--- config.mk ---
export PLATFORM = sky130hd
export DESIGN_NAME = regfile_wb_ctrl_flat
export DESIGN_NICKNAME = d
export VERILOG_FILES = /design/src/rtl/regfile_pkg.sv /design/src/rtl/regfile_wb_ctrl_if.sv /design/src/rtl/rr_arbiter.sv /design/src/rtl/regfile_wb_ctrl.sv /design/src/flat_wrapper.sv
export SDC_FILE = /design/constraint.sdc
export NUM_CORES = 1
export LEC_CHECK = 0
export ABC_AREA = 1
export BUFFER_PORTS_ARGS = -buffer_cell sky130_fd_sc_hd__buf_2
export CORE_ASPECT_RATIO = 1.2
export CORE_MARGIN = 5
export CORE_UTILIZATION = 50
export DETAILED_ROUTE_END_ITERATION = 16
export PLACE_DENSITY = 0.8
export REMOVE_ABC_BUFFERS = 1
export SKIP_CTS_REPAIR_TIMING = 1
export SYNTH_ARGS = -nofsm -noshare
export SYNTH_HDL_FRONTEND = slang
export SYNTH_SLANG_ARGS = --single-unit
export TNS_END_PERCENT = 10
--- constraint.sdc ---
create_clock -name i_clk -period 13.5 [get_ports i_clk]
set_clock_uncertainty 0.05 [all_clocks]
set_input_delay 2.7 -clock i_clk [delete_from_list [all_inputs] [get_ports i_clk]]
set_output_delay 2.7 -clock i_clk [all_outputs]
set_load 0.02 [all_outputs]
--- src/rtl/regfile_pkg.sv ---
// Shared register-file types: widths, address/data typedefs and the writeback request record.
package regfile_pkg;
    localparam int XLEN       = 32;
    localparam int NUM_REGS   = 32;
    localparam int REG_ADDR_W = $clog2(NUM_REGS);

    typedef logic [REG_ADDR_W-1:0] reg_addr_t;
    typedef logic [XLEN-1:0]       xlen_t;

    typedef struct packed {
        reg_addr_t rd;
        xlen_t     val;
    } wb_req_t;
endpackage

--- src/rtl/regfile_wb_ctrl_if.sv ---
// Writeback source bus: NUM_SRC requesters, each a valid/ready handshake carrying {rd, val}.
interface regfile_wb_ctrl_if import regfile_pkg::*; #(
    parameter int NUM_SRC = 3
) ();
    logic    [NUM_SRC-1:0] src_valid;
    logic    [NUM_SRC-1:0] src_ready;
    wb_req_t [NUM_SRC-1:0] src_req;

    modport master (output src_valid, output src_req, input  src_ready);
    modport slave  (input  src_valid, input  src_req, output src_ready);
endinterface

--- src/rtl/rr_arbiter.sv ---
// Combinational round-robin arbiter: search starts at i_ptr, first requester wins.
module rr_arbiter #(
    parameter  int N  = 3,
    localparam int PW = (N > 1) ? $clog2(N) : 1
) (
    input  logic [N-1:0]  i_req,
    input  logic [PW-1:0] i_ptr,
    output logic [N-1:0]  o_gnt,
    output logic [PW-1:0] o_ptr_nxt
);
    logic w_found;
    int   w_idx;

    always_comb begin
        o_gnt     = '0;
        o_ptr_nxt = i_ptr;
        w_found   = 1'b0;
        w_idx     = 0;
        for (int off = 0; off < N; off++) begin
            w_idx = (int'(i_ptr) + off) % N;
            if (!w_found && i_req[w_idx]) begin
                w_found      = 1'b1;
                o_gnt[w_idx] = 1'b1;
                o_ptr_nxt    = PW'((w_idx + 1) % N);
            end
        end
    end
endmodule

--- src/rtl/regfile_wb_ctrl.sv ---
// Regfile write-port arbiter: round-robin among writeback sources, one registered write per cycle,
// plus a busy scoreboard of reserved destinations for issue-stage hazard stalls.
module regfile_wb_ctrl import regfile_pkg::*; #(
    parameter int NUM_SRC = 3
) (
    input  logic      i_clk,
    input  logic      i_rst,
    regfile_wb_ctrl_if.slave src,
    output logic      o_rd_write_control,
    output reg_addr_t o_rd,
    output xlen_t     o_rd_write_val,
    input  logic      i_alloc_valid,
    input  reg_addr_t i_alloc_rd,
    output logic      o_alloc_ready,
    input  reg_addr_t i_chk_rs1,
    input  reg_addr_t i_chk_rs2,
    output logic      o_rs1_busy,
    output logic      o_rs2_busy,
    input  logic      i_flush
);
    localparam int PW = (NUM_SRC > 1) ? $clog2(NUM_SRC) : 1;

    logic [PW-1:0]       r_ptr;
    logic [PW-1:0]       w_ptr_nxt;
    logic [NUM_SRC-1:0]  w_gnt;
    logic [NUM_SRC-1:0]  w_ready;
    logic                w_xfer;
    wb_req_t             w_sel;
    logic                r_wr_en;
    reg_addr_t           r_rd;
    xlen_t               r_val;
    logic [NUM_REGS-1:0] r_busy;
    logic [NUM_REGS-1:0] w_busy_nxt;
    logic                w_set;

    rr_arbiter #(.N(NUM_SRC)) u_arb (
        .i_req     (src.src_valid),
        .i_ptr     (r_ptr),
        .o_gnt     (w_gnt),
        .o_ptr_nxt (w_ptr_nxt)
    );

    // Output stage never backpressures, so a grant is a transfer; suppressed while in reset.
    assign w_ready       = i_rst ? '0 : w_gnt;
    assign src.src_ready = w_ready;
    assign w_xfer        = |w_ready;

    always_comb begin
        w_sel = '0;
        for (int k = 0; k < NUM_SRC; k++) begin
            if (w_ready[k]) w_sel = src.src_req[k];
        end
    end

    assign o_alloc_ready = !r_busy[i_alloc_rd];
    assign w_set         = i_alloc_valid && o_alloc_ready && (i_alloc_rd != '0);
    assign o_rs1_busy    = r_busy[i_chk_rs1];
    assign o_rs2_busy    = r_busy[i_chk_rs2];

    // Priority: retiring write clears, a new reservation overrides it, flush overrides both.
    always_comb begin
        w_busy_nxt = r_busy;
        if (r_wr_en) w_busy_nxt[r_rd] = 1'b0;
        if (w_set)   w_busy_nxt[i_alloc_rd] = 1'b1;
        if (i_flush) w_busy_nxt = '0;
        w_busy_nxt[0] = 1'b0;
    end

    always_ff @(posedge i_clk) begin
        if (i_rst) begin
            r_ptr   <= '0;
            r_wr_en <= 1'b0;
            r_rd    <= '0;
            r_val   <= '0;
            r_busy  <= '0;
        end else begin
            r_busy  <= w_busy_nxt;
            r_wr_en <= w_xfer && (w_sel.rd != '0);
            if (w_xfer) begin
                r_ptr <= w_ptr_nxt;
                r_rd  <= w_sel.rd;
                r_val <= w_sel.val;
            end
        end
    end

    assign o_rd_write_control = r_wr_en;
    assign o_rd               = r_rd;
    assign o_rd_write_val     = r_val;
endmodule
--- src/flat_wrapper.sv ---
// flat-port wrapper written by rule: the top's interface ports become plain ports
module regfile_wb_ctrl_flat import regfile_pkg::*;
#(
    parameter int NUM_SRC = 3
)
  (i_clk, i_rst, o_rd_write_control, o_rd, o_rd_write_val, i_alloc_valid, i_alloc_rd, o_alloc_ready, i_chk_rs1, i_chk_rs2, o_rs1_busy, o_rs2_busy, i_flush, src_src_valid, src_src_req, src_src_ready);
  regfile_wb_ctrl_if #(.NUM_SRC(NUM_SRC)) src_i ();
  input  logic i_clk;
  input  logic i_rst;
  output logic o_rd_write_control;
  output reg_addr_t o_rd;
  output xlen_t o_rd_write_val;
  input  logic i_alloc_valid;
  input  reg_addr_t i_alloc_rd;
  output logic o_alloc_ready;
  input  reg_addr_t i_chk_rs1;
  input  reg_addr_t i_chk_rs2;
  output logic o_rs1_busy;
  output logic o_rs2_busy;
  input  logic i_flush;
  input wire logic [$bits(src_i.src_valid)-1:0] src_src_valid;
  input wire logic [$bits(src_i.src_req)-1:0] src_src_req;
  output wire logic [$bits(src_i.src_ready)-1:0] src_src_ready;
  assign src_i.src_valid = src_src_valid;
  assign src_i.src_req = src_src_req;
  assign src_src_ready = src_i.src_ready;
  regfile_wb_ctrl #(.NUM_SRC(NUM_SRC)) u_core (.i_clk(i_clk), .i_rst(i_rst), .src(src_i), .o_rd_write_control(o_rd_write_control), .o_rd(o_rd), .o_rd_write_val(o_rd_write_val), .i_alloc_valid(i_alloc_valid), .i_alloc_rd(i_alloc_rd), .o_alloc_ready(o_alloc_ready), .i_chk_rs1(i_chk_rs1), .i_chk_rs2(i_chk_rs2), .o_rs1_busy(o_rs1_busy), .o_rs2_busy(o_rs2_busy), .i_flush(i_flush));
endmodule
==> impl_metrics.yaml <==
run_status:
  status: "completed"
floorplan:
  core_um2: 10400
  die_area_um2: 12700
  rows: 41
  die_h_um: 123
  boundaryPins: 177
  fp.dieW_um: 104
  initial_core_util: 0.507
detailed_routing:
  wl_per_cell_um: 15.5
  avgViaCountPerCell: 5.71
  drtIter0Drc: 427
  vias: 6464
  antenna_left: 0
  drt-pass1-iter-count: 5
  routed_wl_um: 17600
  remaining_drc_errors: 0
synthesis:
  syn_area_um2: 5280
  synthTopCellsByArea: "dfxtp_1 (27%), nand2_1 (15%), a21oi_1 (6.9%)"
  yosys.cell_count.top_type: "nand2_1"
  netlist_instances: 842
  yosysTopAreaCell: "dfxtp_1"
  syn_avg_cell_area_um2: 6.27
  async_flop_share: 0
  synth_edf_count: 0
  netlist.area_leader.share: 0.269
  ys_seq_elements: 71
  synth_seq_area_share: 0.269
  ys_warn_count: 0
  synth_top_flop_cell: "dfxtp_1"
  synth_commonest_cells: "nand2_1 (209), a21oi_1 (73), o21ai_0 (72)"
  synth_cell_types: 40
pwr:
  p_leak_uw: 0.00310
  power.share.switching: 0.529
  power_switching_uw: 912
  clockPowerShare: 0.141
  power_density_nw_per_um2: 263
  power_uw: 1730
  p_comb_frac: 0.680
  p_int_uw: 813
  power_frac_seq: 0.179
  irDropWorstVdd_uv: 219
worst_setup_path:
  required_ns: 10.75
  cp_top_family: "compound AO/OA/AOI/OAI gates"
  critPathLaunchType: "primary input"
  critical_path_buf_inv_count: 3
  cpPeakStageDelay_ns: 0.27
  path_common_cell: "nand2_1"
  arrival_ns: 4.32
  crit_chain: "buf_2 -> nand2_1 -> inv_1 -> a22oi_1 -> nand2_1 -> nand2_1 -> nand2_1 -> a221oi_1 -> o2111a_1 -> buf_2"
  worstPathMaxFanout: 15
  r2r_slack_ns: 7.89
  critical-path-slowest-cell: "inv_1"
  crit_type: "primary input to output pin"
  end_kind: "output pin"
sta:
  rsz0062_at_grt: "false"
  slew_viol_final: 0
  fmax_mhz: 142
  hold_violations: 0
  period_share: 0.523
  fin_ws_ns: 6.43
  worst_pin_slew_ns: 0.820
  fin_crit_ns: 7.07
  fin_setup_tns_ns: 0
  slew_headroom: 0.449
  finalSetupViolations: 0
clocking:
  path_clk_slew_ns: 0.07
  clk_path_buf_depth: 2
  cts_tree: "done"
  htreeDepth: 3
  cts_buffers: 9
  clockRootBuffer: "clkbuf_16"
  clk_latency_ns: 0.34
  cts.sinks: 71
worst_hold_path:
  hold_path.class: "register to register"
job:
  max_cap_viol_count: 0
placement:
  place_hpwl_um: 13200
  place_ws_ns: 6.15
  gp_congestion: 0.998
  io_buffer_count: 176
grt:
  grt_pass1_wl_um: 28100
  antenna_found_initial: 1
  overflow: 0
  grt_pass1_vias: 5965
  grt_start_max_net_pins: 69
  grt_usage: 0.265
final_layout:
  drive_gt1_frac: 0.246
  fin_nets: 1146
  area_delta_synth_final_pct: 24.1
  fillers: 1008
[area by class of cell]
| cell class | count | area (µm²) | area share |
|---|---|---|---|
| Tap cell | 129 | 161 | 0.0246 |
| Multi-Input combinational cell | 649 | 3410 | 0.520 |
| Antenna cell | 1 | 2.50 | 0.000382 |
| Inverter | 81 | 304 | 0.0464 |
| Timing Repair Buffer | 185 | 948 | 0.145 |
| Clock buffer | 10 | 239 | 0.0365 |
| Sequential cell | 71 | 1420 | 0.217 |
| Clock inverter | 6 | 67.6 | 0.0103 |
[power groups by stage]
| stage | registers (µW) | clock network, µW | logic, µW |
|---|---|---|---|
| 2_1_floorplan | 369 | 0 | 836 |
| 3_3_place_gp | 310 | 0 | 1140 |
| 3_5_place_dp | 309 | 0 | 1160 |
| 4_1_cts | 307 | 248 | 1170 |
| 5_1_grt | 316 | 257 | 1320 |
| 6_report | 309 | 244 | 1170 |
[placed cells by master, fill, tap and decap left out, types with 9 or more instances in the layout]
master     Yosys  routed
a21oi_1       73      73
a22oi_1       13      13
a31oi_1       32      32
buf_2          0     176
buf_4          0       9
clkbuf_16      0       9
dfxtp_1       71      71
ha_1          16      16
inv_1         68      68
inv_2         11      11
nand2_1      209     208
nand2_2       15      16
nand3_1       69      69
nor2_1        50      50
nor3_1        13      12
o211ai_1      28      28
o21ai_0       72      72
o221ai_1       9       9
[worst reg2reg max path: cells and delay by family, from the launching register on]
family                   cells  cell delay, ns
buffers and inverters       10            0.96
flip-flops                   1            0.44
AO/OA/AOI/OAI                1            0.19
XOR/XNOR                     1            0.17
AND/OR/NAND/NOR             26            2.37
adder cells (fa/ha/maj)      5            1.33
[flip-flops by register name, indices dropped and copies added (netlist names)]
register                   cells
u_core.o_rd_write_val         32
u_core.r_ptr                   2
u_core.o_rd                    5
u_core.r_busy                 31
u_core.o_rd_write_control      1
[cells by family after synthesis]
group           Yosys count  synth area share
fa+ha+maj                16            0.0379
buf+inv                 122            0.0868
flops                    71             0.269
compound gates          248             0.279
simple gates            380             0.318
xor+xnor                  5           0.00830
[stage by stage]
step                utilization  instance area [µm²]  cells  hold slack, ns
detailed placement        0.599                 6240   1115           0.406
finish                    0.629                 6550   1132           0.414
floorplan                     -                 5120    801           0.417
global placement          0.599                 6240   1115           0.403
CTS                       0.629                 6550   1131           0.416
global route              0.629                 6550   1131           0.440
[final timing paths]
path / startpoint / endpoint / cells after the start
hold reg to reg: u_core.o_rd_write_val[28] / u_core.o_rd_write_val[28] / 2
setup / recovery: i_alloc_rd[1] / o_alloc_ready / 10
setup reg to reg: u_core.r_ptr[1] / u_core.r_ptr[1] / 43
hold / removal: u_core.o_rd_write_val[28] / u_core.o_rd_write_val[28] / 2
[routing by layer]
metal / track usage / vias up / wire length (µm)
li1: - / 3213 / -
met1: 0.327 / 2887 / 6990
met2: 0.433 / 324 / 8140
met5: 0 / - / 9
met4: 0.0939 / 2 / 381
met3: 0.0894 / 38 / 2070
Power figures use the tool's default switching activity.
